[src/rtl/mips_ctrl_pkg.sv]
// Shared MIPS multicycle control definitions: opcodes, ALU op codes, state encoding, control bundle.
// Macro MIPS_BNE_EN adds the bne opcode and its BRANCHNE state.
package mips_ctrl_pkg;

  localparam logic [5:0] OP_RTYPE = 6'b000000;
  localparam logic [5:0] OP_LW    = 6'b100011;
  localparam logic [5:0] OP_SW    = 6'b101011;
  localparam logic [5:0] OP_BEQ   = 6'b000100;
  localparam logic [5:0] OP_BNE   = 6'b000101;
  localparam logic [5:0] OP_ADDI  = 6'b001000;
  localparam logic [5:0] OP_J     = 6'b000010;

  localparam logic [1:0] ALUOP_ADD   = 2'b00;
  localparam logic [1:0] ALUOP_SUB   = 2'b01;
  localparam logic [1:0] ALUOP_FUNCT = 2'b10;

  localparam logic [1:0] SRCB_REG  = 2'b00;
  localparam logic [1:0] SRCB_FOUR = 2'b01;
  localparam logic [1:0] SRCB_IMM  = 2'b10;
  localparam logic [1:0] SRCB_BOFF = 2'b11;

  localparam logic [1:0] PCSRC_ALU    = 2'b00;
  localparam logic [1:0] PCSRC_ALUOUT = 2'b01;
  localparam logic [1:0] PCSRC_JUMP   = 2'b10;

  typedef enum logic [3:0] {
    S_FETCH    = 4'd0,
    S_DECODE   = 4'd1,
    S_MEMADR   = 4'd2,
    S_MEMRD    = 4'd3,
    S_MEMWB    = 4'd4,
    S_MEMWR    = 4'd5,
    S_EXEC     = 4'd6,
    S_ALUWB    = 4'd7,
    S_BRANCH   = 4'd8,
    S_ADDIEX   = 4'd9,
    S_ADDIWB   = 4'd10,
`ifdef MIPS_BNE_EN
    S_JUMP     = 4'd11,
    S_BRANCHNE = 4'd12
`else
    S_JUMP     = 4'd11
`endif
  } state_t;

  // fetch_wr marks FETCH; the top qualifies it with mem_ready to form the IR/PC strobes.
  typedef struct packed {
    logic       fetch_wr;
    logic       pc_write;
    logic       branch;
    logic       branch_ne;
    logic       ior_d;
    logic       mem_read;
    logic       mem_write;
    logic       memto_reg;
    logic       reg_dst;
    logic       reg_write;
    logic       alu_src_a;
    logic [1:0] alu_src_b;
    logic [1:0] pc_src;
    logic [1:0] alu_op;
  } ctrl_t;

  function automatic logic op_legal(input logic [5:0] op);
    logic ok;
    ok = (op == OP_LW) || (op == OP_SW) || (op == OP_RTYPE) ||
         (op == OP_BEQ) || (op == OP_ADDI) || (op == OP_J);
`ifdef MIPS_BNE_EN
    ok = ok || (op == OP_BNE);
`endif
    return ok;
  endfunction

endpackage

[src/rtl/main_control_decode.sv]
// Moore output decode: maps the state register to the control bundle; unknown encodings give all zeros.
// Macro MIPS_BNE_EN adds the BRANCHNE decode.
module main_control_decode
  import mips_ctrl_pkg::*;
#(
  parameter int STATE_W = 4
) (
  input  logic [STATE_W-1:0] state,
  output ctrl_t              ctrl
);

  always_comb begin
    ctrl = '0;
    case (state)
      STATE_W'(S_FETCH): begin
        ctrl.fetch_wr  = 1'b1;
        ctrl.mem_read  = 1'b1;
        ctrl.alu_src_b = SRCB_FOUR;
      end
      STATE_W'(S_DECODE): ctrl.alu_src_b = SRCB_BOFF;
      STATE_W'(S_MEMADR): begin
        ctrl.alu_src_a = 1'b1;
        ctrl.alu_src_b = SRCB_IMM;
      end
      STATE_W'(S_MEMRD): begin
        ctrl.ior_d    = 1'b1;
        ctrl.mem_read = 1'b1;
      end
      STATE_W'(S_MEMWR): begin
        ctrl.ior_d     = 1'b1;
        ctrl.mem_write = 1'b1;
      end
      STATE_W'(S_MEMWB): begin
        ctrl.reg_write = 1'b1;
        ctrl.memto_reg = 1'b1;
      end
      STATE_W'(S_EXEC): begin
        ctrl.alu_src_a = 1'b1;
        ctrl.alu_op    = ALUOP_FUNCT;
      end
      STATE_W'(S_ALUWB): begin
        ctrl.reg_write = 1'b1;
        ctrl.reg_dst   = 1'b1;
      end
      STATE_W'(S_BRANCH): begin
        ctrl.alu_src_a = 1'b1;
        ctrl.alu_op    = ALUOP_SUB;
        ctrl.branch    = 1'b1;
        ctrl.pc_src    = PCSRC_ALUOUT;
      end
`ifdef MIPS_BNE_EN
      STATE_W'(S_BRANCHNE): begin
        ctrl.alu_src_a = 1'b1;
        ctrl.alu_op    = ALUOP_SUB;
        ctrl.branch    = 1'b1;
        ctrl.branch_ne = 1'b1;
        ctrl.pc_src    = PCSRC_ALUOUT;
      end
`endif
      STATE_W'(S_ADDIEX): begin
        ctrl.alu_src_a = 1'b1;
        ctrl.alu_src_b = SRCB_IMM;
      end
      STATE_W'(S_ADDIWB): ctrl.reg_write = 1'b1;
      STATE_W'(S_JUMP): begin
        ctrl.pc_write = 1'b1;
        ctrl.pc_src   = PCSRC_JUMP;
      end
      default: ctrl = '0;
    endcase
  end

endmodule

[src/rtl/main_control_fsm.sv]
// Multicycle MIPS main control FSM: next-state register here, output decode in main_control_decode.
// Macro MIPS_BNE_EN enables the bne instruction (BRANCHNE state, BranchNe output).
module main_control_fsm
  import mips_ctrl_pkg::*;
#(
  parameter int STATE_W = 4
) (
  input  logic               clk,
  input  logic               rst,
  input  logic [5:0]         op,
  input  logic               mem_ready,
  output logic               PCWrite,
  output logic               Branch,
  output logic               BranchNe,
  output logic               IorD,
  output logic               MemRead,
  output logic               MemWrite,
  output logic               IRWrite,
  output logic               MemtoReg,
  output logic               RegDst,
  output logic               RegWrite,
  output logic               ALUSrcA,
  output logic               illegal_op,
  output logic [1:0]         ALUSrcB,
  output logic [1:0]         PCSrc,
  output logic [1:0]         ALUOpcode,
  output logic [STATE_W-1:0] dbg_state
);

  logic [STATE_W-1:0] state_q;
  ctrl_t              ctrl;
  logic               fetch_done;

  // Memory handshake: the FSM holds MemRead/MemWrite steady in FETCH, MEMRD and MEMWR;
  // the access completes on the rising edge where mem_ready=1, and only then does the state advance.
  always_ff @(posedge clk or posedge rst) begin
    if (rst) begin
      state_q <= STATE_W'(S_FETCH);
    end else begin
      case (state_q)
        STATE_W'(S_FETCH):  if (mem_ready) state_q <= STATE_W'(S_DECODE);
        STATE_W'(S_DECODE): begin
          case (op)
            OP_LW, OP_SW: state_q <= STATE_W'(S_MEMADR);
            OP_RTYPE:     state_q <= STATE_W'(S_EXEC);
            OP_BEQ:       state_q <= STATE_W'(S_BRANCH);
            OP_ADDI:      state_q <= STATE_W'(S_ADDIEX);
            OP_J:         state_q <= STATE_W'(S_JUMP);
`ifdef MIPS_BNE_EN
            OP_BNE:       state_q <= STATE_W'(S_BRANCHNE);
`endif
            default:      state_q <= STATE_W'(S_FETCH);
          endcase
        end
        STATE_W'(S_MEMADR): state_q <= (op == OP_SW) ? STATE_W'(S_MEMWR) : STATE_W'(S_MEMRD);
        STATE_W'(S_MEMRD):  if (mem_ready) state_q <= STATE_W'(S_MEMWB);
        STATE_W'(S_MEMWR):  if (mem_ready) state_q <= STATE_W'(S_FETCH);
        STATE_W'(S_EXEC):   state_q <= STATE_W'(S_ALUWB);
        STATE_W'(S_ADDIEX): state_q <= STATE_W'(S_ADDIWB);
        default:            state_q <= STATE_W'(S_FETCH);
      endcase
    end
  end

  main_control_decode #(.STATE_W(STATE_W)) u_decode (
    .state (state_q),
    .ctrl  (ctrl)
  );

  // IR/PC update happens only on the fetch beat that actually completes.
  assign fetch_done = ctrl.fetch_wr & mem_ready & ~rst;

  assign PCWrite    = ctrl.pc_write | fetch_done;
  assign IRWrite    = fetch_done;
  assign Branch     = ctrl.branch;
  assign BranchNe   = ctrl.branch_ne;
  assign IorD       = ctrl.ior_d;
  assign MemRead    = ctrl.mem_read;
  assign MemWrite   = ctrl.mem_write;
  assign MemtoReg   = ctrl.memto_reg;
  assign RegDst     = ctrl.reg_dst;
  assign RegWrite   = ctrl.reg_write;
  assign ALUSrcA    = ctrl.alu_src_a;
  assign ALUSrcB    = ctrl.alu_src_b;
  assign PCSrc      = ctrl.pc_src;
  assign ALUOpcode  = ctrl.alu_op;
  assign illegal_op = (state_q == STATE_W'(S_DECODE)) && !op_legal(op);
  assign dbg_state  = state_q;

endmodule
[config.mk]
export PLATFORM = sky130hd
export DESIGN_NAME = main_control_fsm
export DESIGN_NICKNAME = d
export VERILOG_FILES = /design/src/rtl/mips_ctrl_pkg.sv /design/src/rtl/main_control_decode.sv /design/src/rtl/main_control_fsm.sv
export SDC_FILE = /design/constraint.sdc
export NUM_CORES = 1
export LEC_CHECK = 0
export ABC_AREA = 1
export CAP_MARGIN = 20
export CELL_PAD_IN_SITES_DETAIL_PLACEMENT = 1
export CELL_PAD_IN_SITES_GLOBAL_PLACEMENT = 1
export CORE_ASPECT_RATIO = 1.25
export CORE_MARGIN = 2
export CORE_UTILIZATION = 20
export DETAILED_ROUTE_END_ITERATION = 10
export PLACE_DENSITY = 0.79
export SLEW_MARGIN = 0
export SYNTH_ARGS = -nofsm -noshare
export SYNTH_HDL_FRONTEND = slang
export SYNTH_SLANG_ARGS = --single-unit
[constraint.sdc]
create_clock -name clk -period 0.98 [get_ports clk]
set_input_delay 0.098 -clock clk [delete_from_list [all_inputs] [get_ports clk]]
set_output_delay 0.098 -clock clk [all_outputs]
set_load 0.005 [all_outputs]
# After elaboration in Yosys (flattened, before gate mapping)
# Index checks and enable logic that the tools add are counted.
# op_classes
n_addsub	0
n_mul	0
div	0
order_cmp	0
n_eq_ne	19
shifts	0
mux	19
n_bitwise	4
n_reduce_logical	16
# ops
operator	count
$pmux 4 s7	1
$pmux 4 s5	1
$eq 4x3->1 const B	4
$eq 4x4->1 const B	4
$eq 6x6->1 const B	2
$mux 4	3
$mux 1	10
$eq 4x2->1 const B	2
$pmux 2 s2	2
$reduce_or 2->1	4
$eq 6x2->1 const B	1
$eq 6x3->1 const B	1
$eq 6x4->1 const B	1
$logic_not 6->1	1
$ne 2x2->1 const B	3
$pmux 2 s3	1
$logic_or 1x1->1	5
$eq 4x1->1 const B	1
$logic_not 4->1	1
$reduce_or 4->1	1
$mux 3	1
$reduce_and 3->1	1
$reduce_or 3->1	1
$and 1x1->1	2
other kinds (4)	4
# word_totals
register_bits	4
latch_bits	0
ram_bits	0
romBits	0
in_bits	9
output_inout_bits	22
elab_cells	59
n_memories	0

# Depth between registers and ports, before layout
# Gate-level depths: netlist (run 1).
# logic_depth
ltp_word	8
mapped_depth	8
depth_no_buf	8

# By module
# A second synthesis (run 1) with hierarchy kept.
# hier_totals
hier_cells	117
hier_area_um2	605.6
# by_module_without_submodules
mod	n_inst	cells_per_inst	area_per_inst_um2	seq_area_each_um2
main_control_fsm	1	78	431.7	100.1
main_control_decode	1	39	173.9	0.0

# Worst setup path before layout (run 1)
# No wires, ideal clock.
# synth_path
kind	register to output
from	register state_q[3] (netlist: dbg_state[3])
to	output PCWrite
t_arrival_ns	1.005
required_ns	0.882
setup_slack_ns	-0.123
path_stages_with_launch	7
n_path_buf	0
path_cell_list	dfrtp_1 -> inv_1 -> nand2_4 -> inv_1 -> nand2_2 -> nor3_2 -> or2_1
# synth_via
elab_chain_cells	5
word_cells_on_any_way	7
classes_between	eq/ne: 1; mux: 2; bitwise: 3; reduce/logical: 1
# synth_lines
item	line_no	rtl
start: declaration	main_control_fsm.sv:30	logic [STATE_W-1:0] state_q;
start signal: assignment	main_control_fsm.sv:38	state_q <= STATE_W'(S_FETCH);
start signal: assignment	main_control_fsm.sv:41	STATE_W'(S_FETCH): if (mem_ready) state_q <= STATE_W'(S_DECODE);
start signal: assignment	main_control_fsm.sv:44	OP_LW, OP_SW: state_q <= STATE_W'(S_MEMADR);
$logic_not 4->1	main_control_decode.sv:14	case (state)
$mux 1	main_control_decode.sv:14	
$and 1x1->1 (2 in a row)	main_control_fsm.sv:71	assign fetch_done = ctrl.fetch_wr & mem_ready & ~rst;
named net IRWrite	main_control_fsm.sv:18	output logic IRWrite,
$or 1x1->1	main_control_fsm.sv:73	assign PCWrite = ctrl.pc_write | fetch_done;
end: declaration	main_control_fsm.sv:12	output logic PCWrite,
# The timed path passes the listed nets, and every way through them passes these cells.

# Worst setup path in the final report (run 1)
# layout_path
from	register state_q[3] (netlist: dbg_state[3])
to	output ALUSrcA
# layout_via
elab_chain_cells	3
word_cells_on_any_way	6
classes_between	eq/ne: 4; mux: 1; reduce/logical: 1
# layout_lines
item	line_no	rtl
$eq 4x2->1 (tied with other cells)	main_control_decode.sv:14	
$reduce_or 4->1 (no source line) (*)	-	
$mux 1 (*)	main_control_decode.sv:14	
end: declaration	main_control_fsm.sv:22	output logic ALUSrcA,
# Mark *: on every way between the ends. The rest lies on a longest branch, timed or not.

==> results of run 1 <==
-- Yosys cell counts --
library cell	number	share of area, %
nand3_1	11	10
nand3_2	1	1.9
a21oi_1	2	1.9
nand3b_1	1	1.4
nor3_2	1	1.9
inv_1	19	14
nor2_1	19	14
or2_1	1	1.2
nand4_1	1	1.2
conb_1	1	0.71
nand2_4	1	2.1
nor2_2	2	2.4
nor2_4	1	2.1
o21ai_0	1	0.95
buf_4	2	2.8
nand2_1	21	15
o21ai_1	1	0.95
nand2_2	6	7.1
dfrtp_1	4	19
-- power groups by stage --
stage                     clock network (mW)  logic [mW]  registers [mW]
final                                  0.223        4.20           0.365
after global routing                   0.248        4.36           0.371
after CTS                              0.233        3.10           0.341
after detailed placement                   0        2.04           0.322
after global placement                     0        1.95           0.312
after floorplan                            0       0.807           0.333
-- worst max-delay path: stages (launching register included) --
cell,delay (ns)
dfrtp_1,0.41
inv_4,0.09
buf_6,0.13
nor2_4,0.13
inv_4,0.07
nor2_4,0.12
buf_6,0.13
nor2_4,0.03
nand3_2,0.06
buf_2,0.11
-- layer usage --
layer | global-route usage (%) | vias to the layer above | wire [um]
li1 | - | 467 | -
met1 | 27.6 | 531 | 1950
met2 | 50.9 | 41 | 2470
met3 | 7.28 | 2 | 207
met4 | 10.3 | 0 | 21
met5 | 0 | - | 0
-- how the worst min path moves through the flow --
stage / start / endpoint / slack [ns]
floorplan: rst / dbg_state[2] / -0.14
global placement: rst / dbg_state[2] / 0.35
detailed placement: rst / dbg_state[3] / 0.37
CTS: rst / dbg_state[0] / 0.12
global route: rst / dbg_state[0] / 0.22
finish: rst / dbg_state[0] / 0.20
-- final cells by class --
| type | instances | area [um2] |
|---|---|---|
| multi-input combinational | 71 | 594 |
| clock buffer | 4 | 26.3 |
| inverter | 19 | 106 |
| timing repair buffer | 87 | 805 |
| tap | 33 | 41.3 |
| sequential | 4 | 104 |
| fill | 276 | 801 |
-- cells by family after synthesis --
family,Yosys count
other,1
buffers and inverters,21
AO/OA/AOI/OAI,4
flip-flops,4
AND/OR/NAND/NOR,66
-- timing repair --
| item | CTS | global route |
|---|---|---|
| hold buffers | 0 | 0 |
| gates resized for setup | 139 | 57 |
| endpoints found under the setup margin | 25 | 24 |
| setup buffers | 25 | 9 |
| pin swaps | 18 | 24 |
-- placed cells by master, fill, tap and decap left out, types with 3 or more instances in the layout --
cell	n
nand2_4	5
buf_2	10
nand2_1	11
nand3_1	8
inv_1	7
buf_4	28
clkdlybuf4s50_1	8
nand2_8	5
inv_4	7
nand3_2	3
nor2_1	8
clkbuf_4	3
nand2_2	7
nor2_4	13
dfrtp_2	3
buf_6	39
==> results.cfg, run 1 <==
[run_status]
status = complete, but fails checks
violations = negative setup slack

[routing]
wl_per_cell_um = 21.3
first_pass_iters = 4
drt-total-wl_um = 4650
ant_nets = 0
vias = 1041
viasPerCell = 4.78
drtIter0Drc = 21
drc = 0

[power]
combPwrFrac_pct = 87.7
pwr-share-clk_pct = 4.7
p_int_mw = 2.57
p_seq_share_pct = 7.6
power_mw = 4.79
switchingPower_mw = 2.22
peakVddDrop_uv = 1880
p_leak_nw = 0.858
swShare_pct = 46.3
power_density_mw_per_mm2 = 2860

[yosys]
synth_area_um2 = 528
yosysWarnings = 0
synth_top_family_by_area = simple AND/OR/NAND/NOR gates
synth_compound_area_share_pct = 3.79
synth_fa_ha_area_share_pct = 0
synth-xor-area-share_pct = 0
synthSimpleGateAreaFrac_pct = 60.2
yosysUniqueCellTypes = 19
synth.area.mux_share_pct = 0
ys_ff_latch = 4
yosysSeqAreaShare_pct = 19.0
postSynthCellCount = 96
synth_nets = 105
synth.avg_cell_area_um2 = 5.50

[floorplanning]
core_area_mm2 = 0.00248
ios = 31
die_width_um = 50.0
rows = 20
dieArea_mm2 = 0.00307
floorplan.initialDensity_pct = 21.3
die_h_um = 61.4

[finish]
fin_nets = 195
final_cells = 218
areaGrowthSynthToFinish_pct = 218
finish.utilization_pct = 67.7
drive_gt1_share_pct = 74.1
final_area_mm2 = 0.00168
largest_reg_flops = 4
n_antenna_cell = 0

[clocking]
cts_buffer_depth = 2
cts_buffers = 3
cts.clk_slew.worst_paths_ns = 0.04
clk_latency_ns = 0.23
root_buffer = clkbuf_4
h-tree-depth = 1
cts_tree = built
cts.sinks = 4

[critical_path]
cp.required_ns = 0.88
rrSetupSlack_ns = -0.50
r2r_start = dbg_state[3]
worstSetupEndpointType = output pin
worstReg2RegEnd = dbg_state[2]
crit_end = ALUSrcA
rr_worst_depth = 10
startpoint = dbg_state[3]
crit_fanout = 3
cp.arrival_ns = 1.52
path_class = register to output pin
start_kind = register

[placement]
port_buffers = 29
place_ws_ns = -0.654
dp.cells = 184
gp_congestion = 0.799
placed_cell_area_mm2 = 0.00107
hpwl_um = 2040

[global_routing]
antenna_found_initial = 0
grt_max_degree = 6
grt-ovfl-total = 0
track_usage_pct = 26.5
grt_pass1_vias = 1124
grt_first_pass_wirelength_um = 5870

[timing]
period_minus_slack_ns = 1.62
finalSetupViolations = 24
rsz0062_at_grt = true
skew_ns = 0.00678
setup_tns_ns = -10.78
fmax_mhz = 618
hold_viol = 0
setup_ws_ns = -0.637
maxSlewViolCount = 0
fin_crit_sh_pct = 165
whs_ns = 0.200

[run]
maxCapViolations = 0

[min_path]
min_path_type = input pin to asynchronous set/reset pin
Note: power is estimated with default switching activity, not from simulation.
==> run 2, diff against run 1 <==
--- a/config.mk
+++ b/config.mk
@@ -12,6 +12,7 @@
 export CORE_ASPECT_RATIO = 1.25
 export CORE_MARGIN = 2
 export CORE_UTILIZATION = 20
+export CTS_CLUSTER_SIZE = 12
 export DETAILED_ROUTE_END_ITERATION = 10
 export PLACE_DENSITY = 0.79
 export SLEW_MARGIN = 0
==> results of run 2 <==
Same layout as run 1: the final DEF is identical, and so are final timing and power.
